## config.mk

```make
export PLATFORM = sky130hd
export DESIGN_NAME = mem_bus_arbiter
export DESIGN_NICKNAME = d
export VERILOG_FILES = /design/src/rtl/mem_bus_arbiter_pkg.sv /design/src/rtl/mem_bus_arbiter_rr_pick2.sv /design/src/rtl/mem_bus_arbiter.sv
export SDC_FILE = /design/constraint.sdc
export NUM_CORES = 1
export LEC_CHECK = 0
export ABC_CLOCK_PERIOD_IN_PS = 2600
export BUFFER_PORTS_ARGS = -buffer_cell sky130_fd_sc_hd__buf_2
export CAP_MARGIN = 20
export CORE_MARGIN = 1.5
export CORE_UTILIZATION = 49
export DETAILED_ROUTE_END_ITERATION = 10
export GPL_TIMING_DRIVEN = 0
export PLACE_DENSITY = 0.79
export SYNTH_ARGS = -nofsm -noshare
export SYNTH_HDL_FRONTEND = slang
export SYNTH_HIERARCHICAL = 1
export SYNTH_SLANG_ARGS = --single-unit
```

## constraint.sdc

```tcl
create_clock -name clk -period 2.6 [get_ports clk]
set_input_delay 0 -clock clk [delete_from_list [all_inputs] [get_ports clk]]
set_output_delay 0 -clock clk [all_outputs]
set_load 0.05 [all_outputs]
```

## src/rtl/mem_bus_arbiter_pkg.sv

```systemverilog
// Shared definitions for the two-master memory bus arbiter: FSM states,
// owner IDs and one-hot grant encodings.
package mem_bus_arbiter_pkg;

  typedef enum logic [1:0] {
    ST_IDLE  = 2'd0,
    ST_ISSUE = 2'd1,
    ST_RESP  = 2'd2
  } state_t;

  typedef enum logic {
    OWN_M0 = 1'b0,
    OWN_M1 = 1'b1
  } owner_t;

  localparam logic [1:0] GRANT_NONE = 2'b00;
  localparam logic [1:0] GRANT_M0   = 2'b01;
  localparam logic [1:0] GRANT_M1   = 2'b10;

  function automatic logic [1:0] owner_grant(input owner_t o);
    return (o == OWN_M1) ? GRANT_M1 : GRANT_M0;
  endfunction

  function automatic owner_t other_owner(input owner_t o);
    return (o == OWN_M1) ? OWN_M0 : OWN_M1;
  endfunction

endpackage

```

## src/rtl/mem_bus_arbiter_rr_pick2.sv

```systemverilog
// Combinational 2-way picker: an unexpired lock wins if its owner requests,
// otherwise round-robin on a tie, otherwise the lone requester.
module mem_bus_arbiter_rr_pick2
  import mem_bus_arbiter_pkg::*;
(
  input  logic [1:0] req,
  input  owner_t     last,
  input  logic       lock_active,
  input  owner_t     lock_owner,
  input  logic       lock_expired,
  output owner_t     pick,
  output logic       valid
);

  always_comb begin
    pick  = OWN_M0;
    valid = |req;
    if (lock_active && !lock_expired && req[lock_owner]) begin
      pick = lock_owner;
    end else if (&req) begin
      pick = other_owner(last);
    end else if (req[1]) begin
      pick = OWN_M1;
    end
  end

endmodule

```

## src/rtl/mem_bus_arbiter.sv

```systemverilog
// Shares one synchronous-read memory port between two requesters using a
// round-robin grant with a bounded lock; one access per IDLE/ISSUE/RESP pass.
module mem_bus_arbiter
  import mem_bus_arbiter_pkg::*;
#(
  parameter int ADDR_W   = 8,
  parameter int DATA_W   = 8,
  parameter int MAX_LOCK = 8
) (
  input  logic              clk,
  input  logic              reset,
  input  logic              m0_req,
  input  logic              m0_we,
  input  logic [ADDR_W-1:0] m0_addr,
  input  logic [DATA_W-1:0] m0_wdata,
  input  logic              m0_lock,
  output logic              m0_ack,
  output logic [DATA_W-1:0] m0_rdata,
  input  logic              m1_req,
  input  logic              m1_we,
  input  logic [ADDR_W-1:0] m1_addr,
  input  logic [DATA_W-1:0] m1_wdata,
  input  logic              m1_lock,
  output logic              m1_ack,
  output logic [DATA_W-1:0] m1_rdata,
  output logic [ADDR_W-1:0] address,
  output logic              write,
  output logic [DATA_W-1:0] to_memory,
  input  logic [DATA_W-1:0] from_memory,
  output logic [1:0]        grant
);

  localparam int              CNT_W   = $clog2(MAX_LOCK + 1);
  localparam logic [CNT_W-1:0] CNT_MAX = CNT_W'(MAX_LOCK);

  state_t            state, state_nxt;
  owner_t            owner, load_sel;
  owner_t            last_grant, last_nxt;
  owner_t            lock_owner, lo_nxt;
  owner_t            pick;
  logic              pick_valid;
  logic              load;
  logic              cap_we, cap_lock;
  logic              lock_active, la_nxt;
  logic [CNT_W-1:0]  lock_cnt, lc_nxt;
  logic              lock_expired;
  logic [1:0]        grant_nxt;
  logic [1:0]        req;
  logic [ADDR_W-1:0] sel_addr;
  logic [DATA_W-1:0] sel_wdata;
  logic              sel_we, sel_lock;
  logic [DATA_W-1:0] m0_rdata_q, m1_rdata_q;

  assign req          = {m1_req, m0_req};
  assign lock_expired = (lock_cnt >= CNT_MAX);

  mem_bus_arbiter_rr_pick2 u_pick (
    .req          (req),
    .last         (last_grant),
    .lock_active  (lock_active),
    .lock_owner   (lock_owner),
    .lock_expired (lock_expired),
    .pick         (pick),
    .valid        (pick_valid)
  );

  // Next-state logic; a pick that bypasses the lock (expired or owner idle)
  // restarts the lock count so the bound applies per run of locked grants.
  always_comb begin
    state_nxt = state;
    load      = 1'b0;
    load_sel  = owner;
    grant_nxt = grant;
    last_nxt  = last_grant;
    la_nxt    = lock_active;
    lo_nxt    = lock_owner;
    lc_nxt    = lock_cnt;

    case (state)
      ST_IDLE: begin
        if (pick_valid) begin
          state_nxt = ST_ISSUE;
          load      = 1'b1;
          load_sel  = pick;
          if (lock_expired) begin
            lc_nxt = '0;
          end
          if (lock_active && pick != lock_owner) begin
            la_nxt = 1'b0;
            lc_nxt = '0;
          end
        end
      end
      ST_ISSUE: begin
        state_nxt = ST_RESP;
      end
      ST_RESP: begin
        last_nxt = owner;
        if (cap_lock) begin
          la_nxt = 1'b1;
          lo_nxt = owner;
          lc_nxt = lock_expired ? lock_cnt : lock_cnt + 1'b1;
        end else begin
          la_nxt = 1'b0;
          lc_nxt = '0;
        end
        if (req[other_owner(owner)] && !(la_nxt && lc_nxt < CNT_MAX)) begin
          state_nxt = ST_ISSUE;
          load      = 1'b1;
          load_sel  = other_owner(owner);
          la_nxt    = 1'b0;
          lc_nxt    = '0;
        end else begin
          state_nxt = ST_IDLE;
          grant_nxt = GRANT_NONE;
        end
      end
      default: begin
        state_nxt = ST_IDLE;
        grant_nxt = GRANT_NONE;
      end
    endcase

    if (load) begin
      grant_nxt = owner_grant(load_sel);
    end
  end

  always_comb begin
    sel_addr  = m0_addr;
    sel_wdata = m0_wdata;
    sel_we    = m0_we;
    sel_lock  = m0_lock;
    if (load_sel == OWN_M1) begin
      sel_addr  = m1_addr;
      sel_wdata = m1_wdata;
      sel_we    = m1_we;
      sel_lock  = m1_lock;
    end
  end

  // The captured address/data double as the memory-side outputs, so they
  // naturally hold their last value outside ISSUE.
  always_ff @(posedge clk or negedge reset) begin
    if (!reset) begin
      state       <= ST_IDLE;
      owner       <= OWN_M0;
      address     <= '0;
      to_memory   <= '0;
      cap_we      <= 1'b0;
      cap_lock    <= 1'b0;
      grant       <= GRANT_NONE;
      last_grant  <= OWN_M1;
      lock_active <= 1'b0;
      lock_owner  <= OWN_M0;
      lock_cnt    <= '0;
      m0_rdata_q  <= '0;
      m1_rdata_q  <= '0;
    end else begin
      state       <= state_nxt;
      grant       <= grant_nxt;
      last_grant  <= last_nxt;
      lock_active <= la_nxt;
      lock_owner  <= lo_nxt;
      lock_cnt    <= lc_nxt;
      if (load) begin
        owner     <= load_sel;
        address   <= sel_addr;
        to_memory <= sel_wdata;
        cap_we    <= sel_we;
        cap_lock  <= sel_lock;
      end
      if (state == ST_RESP && !cap_we) begin
        if (owner == OWN_M0) begin
          m0_rdata_q <= from_memory;
        end else begin
          m1_rdata_q <= from_memory;
        end
      end
    end
  end

  // Read data arrives the cycle after the address, i.e. during RESP, so it is
  // forwarded straight through in the ack cycle and held afterwards.
  assign write    = (state == ST_ISSUE) && cap_we;
  assign m0_ack   = (state == ST_RESP) && (owner == OWN_M0);
  assign m1_ack   = (state == ST_RESP) && (owner == OWN_M1);
  assign m0_rdata = (m0_ack && !cap_we) ? from_memory : m0_rdata_q;
  assign m1_rdata = (m1_ack && !cap_we) ? from_memory : m1_rdata_q;

endmodule

```

==> run summary, run 1 <==
SYNTHESIS
----------------------------------------------------------------------------------------
Part of the Yosys area used for sequential elements                               50.05%
Mapped Avg Cell Area                                                           12.25 um2
YS warnings                                                                            6
Synthesis-stage register bit count                                                    46
Syn Std Cell Area                                                               2302 um2
Number of nets in the synthesized netlist                                            238
Synth unique cells                                                                    39
Synthesized instance count                                                           188

DIE
----------------------------------------------------------------------------------------
Chip width                                                                      71.55 um
Core outline area                                                               4444 um2
Starting density of the core                                                      51.80%
Overall die area                                                                5119 um2
Number of standard-cell rows in the floorplan                                         24
Vertical extent of the die                                                      71.55 um
I/O pin count                                                                         85

TIMING
----------------------------------------------------------------------------------------
Max-slew violation count                                                               0
Fmax                                                                           404.8 MHz
Hold violation total from the final report                                             0
Endpoints failing setup                                                                0
Skew final                                                                      4.687 ps
Worst Hold Slack                                                                5.434 ps
Max-slew headroom at the worst pin                                                58.26%
Post-route fraction of the period consumed by the critical path                   95.02%
Least-Margin Pin Slew                                                           622.7 ps
Final critical path time including I/O delays and setup                          2471 ps

DETAILED ROUTING
----------------------------------------------------------------------------------------
Violation count after the first detailed-route iteration                              93
Routed wire length                                                               5459 um
Via/cell ratio                                                                     5.307
Residual DRC                                                                           3
Number of nets with antenna violations after routing                                   0
Average detailed-routed wire length per instance                                15.08 um
Number of search-and-repair iterations in the first detailed-routing pass              9
Vias after detailed routing                                                        1,921

RUN
----------------------------------------------------------------------------------------
Maximum capacitance violations                                                         0

CLOCK NETWORK
----------------------------------------------------------------------------------------
Number of setup buffers added after CTS                                                0
Inserted Clock Buffers                                                                 5
TritonCTS clock tree                                                                 yes
CTS clk-pin slew, worst paths                                                      80 ps
Latest clock arrival within the worst-skew pair                                   300 ps
CTS sink count                                                                        46
H-tree level count                                                                     2
Max clock buf depth                                                                    2
Clock root cell                                                             sky130_fd_sc_hd__clkbuf_8

FINAL LAYOUT
----------------------------------------------------------------------------------------
Final layout net count                                                               359
Area used by multi-input combinational logic                                    1076 um2
Count of non-filler cells in the finished layout                                     362
Final antenna diode count                                                              0
Number of inserted filler cells in the final layout                                  327
Reg area                                                                        1152 um2
Fraction of final layout cells with drive strength greater than 1                 45.81%
Layout-stage area growth over the synthesis result                                40.49%

PLACE
----------------------------------------------------------------------------------------
Post-DP HPWL                                                                     3494 um
Routability congestion estimate from global placement                             0.8185
Cell count after placement                                                           324
# port buffers                                                                        84

SETUP PATH
----------------------------------------------------------------------------------------
Endpoint type of the worst setup path                                         output pin
Critical-path maximum fanout                                                          10
Data arrival time of the critical path                                           2470 ps
Start-to-end type of the worst setup path                                     reg -> out
Required arrival time at the worst endpoint                                      2600 ps
Startpoint class of the critical path                                               flop

GRT
----------------------------------------------------------------------------------------
Sum of overflow across all layers after global routing                                 0
Antenna violations before repair                                                       0
Number of global-route vias before repair                                          1,840
Wire length of the first global-routing pass                                     8666 um
Global routing usage summed across all routing layers                             21.82%
Pin count of the biggest net entering global routing                                  47

PWR
----------------------------------------------------------------------------------------
Power per Cell Area                                                          1379 nW/um2
Total leakage power                                                             1.601 nW
Worst VDD drop                                                               0.0008732 V

OUTCOME
----------------------------------------------------------------------------------------
Failing checks                                                                       DRC
Result of the run                                                           finished with violations

MIN PATH
----------------------------------------------------------------------------------------
Hold WC Path Type                                                              in -> reg

[layout make-up]
| class | instances | area share (%) |
|---|---|---|
| Clock buffer | 7 | 2.360 |
| Buffer | 10 | 2.050 |
| Clock inverter | 1 | 0.9284 |
| Inverter | 8 | 0.9284 |
| Tap cell | 52 | 2.012 |
| Multi-Input combinational cell | 124 | 33.27 |
| Timing Repair Buffer | 114 | 22.82 |
| Sequential cell | 46 | 35.63 |
[cells in the mapped netlist (all sizes together)]
library cell / count / area (um2)
a211oi: 1 / 7.510
a22oi: 1 / 7.510
nand3: 3 / 15.01
a32oi: 2 / 32.53
dfstp: 1 / 26.28
nor3: 3 / 20.02
mux2: 33 / 371.6
o21ai: 2 / 10.01
nor2b: 14 / 87.58
a32o: 1 / 10.01
a311oi: 1 / 8.760
nor3b: 2 / 15.01
clkbuf: 4 / 15.01
and2b: 9 / 67.56
inv: 8 / 30.03
a21oi: 4 / 20.02
ha: 2 / 25.02
or2: 2 / 12.51
nand2: 6 / 22.52
a41oi: 1 / 8.760
buf: 6 / 51.30
dfrtp: 45 / 1126
and2: 1 / 6.260
nor4bb: 1 / 10.01
nand2b: 2 / 15.02
a22o: 1 / 8.760
nor2: 6 / 27.52
xor2: 1 / 8.760
a31o: 1 / 8.760
a211o: 1 / 8.760
mux2i: 1 / 10.01
a221o: 18 / 180.2
a31oi: 2 / 12.51
a21o: 2 / 15.01
[worst paths after layout]
| check | startpoint | end | slack [ps] | depth (start not counted) |
|---|---|---|---|---|
| worst min-delay path | m1_addr[6] | address[6]$_DFFE_PN0N_ | 5 | 3 |
| max in group asynchronous | reset | owner$_DFFE_PN0N_ | 1880 | 3 |
| min in group asynchronous | reset | to_memory[2]$_DFFE_PN0N_ | 210 | 2 |
| worst max-delay path | state[0]$_DFFE_PN0P_ | m0_rdata[5] | 130 | 5 |
| worst max register to register | lock_cnt[3]$_DFFE_PN0P_ | address[0]$_DFFE_PN0N_ | 150 | 9 |
| worst min register to register | last_grant$_DFFE_PN1P_ | last_grant$_DFFE_PN1P_ | 480 | 2 |
[power by group]
group	internal [mW]	total [mW]	leakage (nW)	switching [mW]
logic	0.925	2.69	0.978	1.76
registers	1.05	1.25	0.571	0.204
clock network	0.288	0.522	0.0524	0.235
total	2.26	4.46	1.60	2.20
[critical path, cell delays in order, from the launching register on]
cell                       delay (ps)
sky130_fd_sc_hd__dfrtp_1          470
sky130_fd_sc_hd__nand2b_2         260
sky130_fd_sc_hd__nor3_2           490
sky130_fd_sc_hd__buf_2            370
sky130_fd_sc_hd__mux2_2           370
sky130_fd_sc_hd__buf_2            210
[state kept, by name, indices dropped and copies added (netlist names)]
register     flops
m0_rdata_q       8
lock_active      1
cap_we           1
m1_rdata_q       8
last_grant       1
address          8
grant            2
owner            1
lock_owner       1
cap_lock         1
lock_cnt         4
state            2
to_memory        8
[logic make-up after synthesis]
family / synth area share [%]
AND/OR/NAND/NOR: 12.99
flip-flops: 50.05
AO/OA/AOI/OAI: 14.73
multiplexers: 16.58
buffers and inverters: 4.185
adder cells (fa/ha/maj): 1.087
XOR/XNOR: 0.3805
[through the flow]
stage / TNS [ps] / power [mW] / setup WS, ps / area (um2) / utilization [%]
final: 0 / 4.462 / 129.4 / 3234 / 72.78
after global routing: -10.02 / 4.706 / -9.013 / 3234 / 72.78
after CTS: 0 / 4.438 / 121.4 / 3191 / 71.79
after detailed placement: -238.2 / 3.877 / -36.66 / 2788 / 62.73
after global placement: 0 / 3.828 / 26.80 / 2788 / 62.73
after floorplan: 0 / 3.322 / 308.2 / 2302 / -
[placed cells by master (no fill, tap or decap), types with 3 or more instances in the layout]
cell,instances
sky130_fd_sc_hd__a21oi_1,4
sky130_fd_sc_hd__a221o_1,18
sky130_fd_sc_hd__and2b_1,9
sky130_fd_sc_hd__buf_2,86
sky130_fd_sc_hd__buf_6,3
sky130_fd_sc_hd__clkbuf_1,6
sky130_fd_sc_hd__clkbuf_8,5
sky130_fd_sc_hd__dfrtp_1,45
sky130_fd_sc_hd__dlygate4sd3_1,29
sky130_fd_sc_hd__inv_1,8
sky130_fd_sc_hd__mux2_2,33
sky130_fd_sc_hd__nand2_1,6
sky130_fd_sc_hd__nand3_1,3
sky130_fd_sc_hd__nor2_1,4
sky130_fd_sc_hd__nor2b_1,14
[repair_timing]
action                                  in CTS  in global routing
hold endpoints to repair                    79                  0
gates resized for setup                      1                  2
endpoints found under the setup margin      12                 13
hold buffers                                29                  0
[routing by layer]
metal	routed length, um	part of all wire (%)	track usage (%)
met1	2390	44	28.05
met2	2760	51	37.38
met3	226	4.1	4.501
met4	82	1.5	6.709
met5	0	0	0
(Power assumes the default switching activity.)
==> run 2, diff against run 1 <==
Settings changed: PLACE_DENSITY 0.79 to unset, PLACE_DENSITY_LB_ADDON set to 0.1.
==> run summary, run 2 (synthesis gave the netlist of run 1 again) <==
OUTCOME
----------------------------------------------------------------------------------------
Result of the run                                                           finished with violations   unchanged
Failing checks                                                                       DRC   unchanged

DIE
----------------------------------------------------------------------------------------
Number of standard-cell rows in the floorplan                                         24   unchanged
Core outline area                                                               4444 um2   unchanged
I/O pin count                                                                         85   unchanged
Chip width                                                                      71.55 um   unchanged
Starting density of the core                                                      51.80%   unchanged
Vertical extent of the die                                                      71.55 um   unchanged
Overall die area                                                                5119 um2   unchanged

CLOCK NETWORK
----------------------------------------------------------------------------------------
Latest clock arrival within the worst-skew pair                                   300 ps   about the same
CTS clk-pin slew, worst paths                                                     100 ps   was 80 ps
Inserted Clock Buffers                                                                 5   unchanged
TritonCTS clock tree                                                                 yes   unchanged
Max clock buf depth                                                                    2   unchanged
Clock root cell                                                             sky130_fd_sc_hd__clkbuf_8   unchanged
CTS sink count                                                                        46   unchanged
H-tree level count                                                                     2   unchanged

TIMING
----------------------------------------------------------------------------------------
Setup repair after global routing missed its margin                                false
Max-slew violation count                                                               0   unchanged
Hold violation total from the final report                                             0   unchanged
Endpoints failing setup                                                                0   unchanged
Final critical path time including I/O delays and setup                          2443 ps   was 2471 ps
Max-slew headroom at the worst pin                                                61.87%   was 58.26%
Skew final                                                                      15.66 ps   was 4.687 ps
Sum of negative setup slack                                                         0 ps   unchanged
Post-route fraction of the period consumed by the critical path                   93.95%   was 95.02%
Least-Margin Pin Slew                                                           568.9 ps   was 622.7 ps
Final critical-path setup slack                                                 157.2 ps   was 129.4 ps
Fmax                                                                           409.4 MHz   was 404.8 MHz

RUN
----------------------------------------------------------------------------------------
Maximum capacitance violations                                                         0   unchanged

PWR
----------------------------------------------------------------------------------------
Power per Cell Area                                                          1361 nW/um2   was 1379 nW/um2
Total leakage power                                                             1.591 nW   was 1.601 nW
Worst VDD drop                                                               0.0008286 V   was 0.0008732 V
Total chip power                                                                4.374 mW   was 4.462 mW

FINAL LAYOUT
----------------------------------------------------------------------------------------
Layout-stage area growth over the synthesis result                                39.62%   was 40.49%
Leading cell type in the layout, fill and taps excluded                     sky130_fd_sc_hd__buf_2   unchanged
Fraction of final layout cells with drive strength greater than 1                 45.98%   was 45.81%
Final antenna diode count                                                              0   unchanged
Most used cells in the layout excluding fill and tap cells                  sky130_fd_sc_hd__buf_2 (86), sky130_fd_sc_hd__dfrtp_1 (45), sky130_fd_sc_hd__mux2_2 (33)   unchanged
Layout Utilization                                                                72.33%   was 72.78%
Final layout net count                                                               360   was 359

PLACE
----------------------------------------------------------------------------------------
# port buffers                                                                        84   unchanged
Routability congestion estimate from global placement                             0.8717   was 0.8185
Post-DP HPWL                                                                     3439 um   was 3494 um
Setup WS pre-CTS                                                               -6.359 ps   was -36.66 ps

MIN PATH
----------------------------------------------------------------------------------------
Hold WC Path Type                                                              in -> reg   unchanged
Critical hold path startpoint                                                m1_wdata[1]   was m1_addr[6]

DETAILED ROUTING
----------------------------------------------------------------------------------------
Number of nets with antenna violations after routing                                   0   unchanged
Via/cell ratio                                                                     5.331   was 5.307
Vias after detailed routing                                                        1,935   was 1,921
Routed wire length                                                               5330 um   was 5459 um
Number of search-and-repair iterations in the first detailed-routing pass              7   was 9
Violation count after the first detailed-route iteration                              92   was 93
Residual DRC                                                                           5   was 3
Average detailed-routed wire length per instance                                14.68 um   was 15.08 um

SETUP PATH
----------------------------------------------------------------------------------------
Worst flop-to-flop path startpoint                                          lock_cnt[3]$_DFFE_PN0P_   unchanged
Crit Reg-Reg Endpoint                                                       address[4]$_DFFE_PN0N_   was address[0]$_DFFE_PN0N_
Endpoint type of the worst setup path                                               flop   was output pin
Required arrival time at the worst endpoint                                      2790 ps   was 2600 ps
Startpoint class of the critical path                                               flop   unchanged
Data arrival time of the critical path                                           2640 ps   was 2470 ps
Start-to-end type of the worst setup path                                     reg -> reg   was reg -> out
Critical-path maximum fanout                                                          10   unchanged
Worst R2R Path Depth                                                                   9   unchanged
End of the critical path                                                    address[4]$_DFFE_PN0N_   was m0_rdata[5]
Worst setup path startpoint                                                 lock_cnt[3]$_DFFE_PN0P_   was state[0]$_DFFE_PN0P_
Reg2reg setup slack                                                               160 ps   was 150 ps

GRT
----------------------------------------------------------------------------------------
Number of global-route vias before repair                                          2,005   was 1,840
Antenna violations before repair                                                       0   unchanged
Pin count of the biggest net entering global routing                                  47   unchanged
Global routing usage summed across all routing layers                             22.26%   was 21.82%
Sum of overflow across all layers after global routing                                 0   unchanged
Wire length of the first global-routing pass                                     8990 um   was 8666 um

[run 2: changes by cell type in the layout (fill, tap and decap cells not counted)]
cell,change
sky130_fd_sc_hd__a311oi_2,+1
sky130_fd_sc_hd__a311oi_4,-1
sky130_fd_sc_hd__bufinv_16,-1
sky130_fd_sc_hd__clkbuf_1,-2
sky130_fd_sc_hd__clkinvlp_4,+2
sky130_fd_sc_hd__dlygate4sd3_1,+1
sky130_fd_sc_hd__inv_6,+1
sky130_fd_sc_hd__nor3_1,+1
sky130_fd_sc_hd__nor3_2,-1
[run 2: layer usage]
| layer | global-route usage, % | vias up | wire length [um] |
|---|---|---|---|
| li1 | - | 933 | - |
| met1 | 27.40 | 917 | 2328 |
| met2 | 39.25 | 77 | 2657 |
| met3 | 5.485 | 8 | 290 |
| met4 | 5.870 | 0 | 53 |
| met5 | 0 | - | 0 |
[run 2: cell type report]
class                           count  area, um2
Clock buffer                        5      68.82
Timing Repair Buffer              115      748.2
Fill cell                         323       1230
Multi-Input combinational cell    124       1060
Clock inverter                      3      23.77
Tap cell                           52      65.06
Buffer                             10      66.31
Inverter                            8      30.03
Sequential cell                    46       1152
[run 2: through the flow]
stage               cell area (um2)  hold WS, ps  cells
floorplan                      2302       -295.6    188
global placement               2788        220.5    324
detailed placement             2788        226.2    324
CTS                            3181        3.744    362
global route                   3214        10.89    363
finish                         3214        2.705    363
[run 2: timing repair]
item / CTS / global route
hold buffers: 30 / 0
endpoints found under the hold margin: 79 / 0
buffers inserted: 0 / 0
endpoints found under the setup margin: 0 / 14
resized for setup: 0 / 1
[run 2: where the power goes]
part,total [mW],switching [mW],internal (mW)
combinational,2.68,1.76,0.922
clock,0.447,0.254,0.192
sequential,1.25,0.202,1.05
total,4.37,2.21,2.16
[run 2: critical path, stage by stage, from the launching register on]
cell and delay (ps):
sky130_fd_sc_hd__dfrtp_1 460, sky130_fd_sc_hd__clkbuf_1 130, sky130_fd_sc_hd__nand2b_1 150, sky130_fd_sc_hd__a311oi_2 460
sky130_fd_sc_hd__nor2_1 70, sky130_fd_sc_hd__a22o_1 220, sky130_fd_sc_hd__a32oi_2 230, sky130_fd_sc_hd__nor2_2 140
sky130_fd_sc_hd__buf_6 180, sky130_fd_sc_hd__a221o_1 310
[run 2: worst min path at each step]
stage                          endpoint  slack [ps]  depth (start not counted)
2_1_floorplan    address[0]$_DFFE_PN0N_        -300                          0
4_1_cts          address[6]$_DFFE_PN0N_           4                          3
3_3_place_gp   to_memory[0]$_DFFE_PN0N_         220                          1
5_1_grt          address[5]$_DFFE_PN0N_          10                          3
3_5_place_dp       cap_lock$_DFFE_PN0N_         230                          1
6_report       to_memory[1]$_DFFE_PN0N_           3                          3
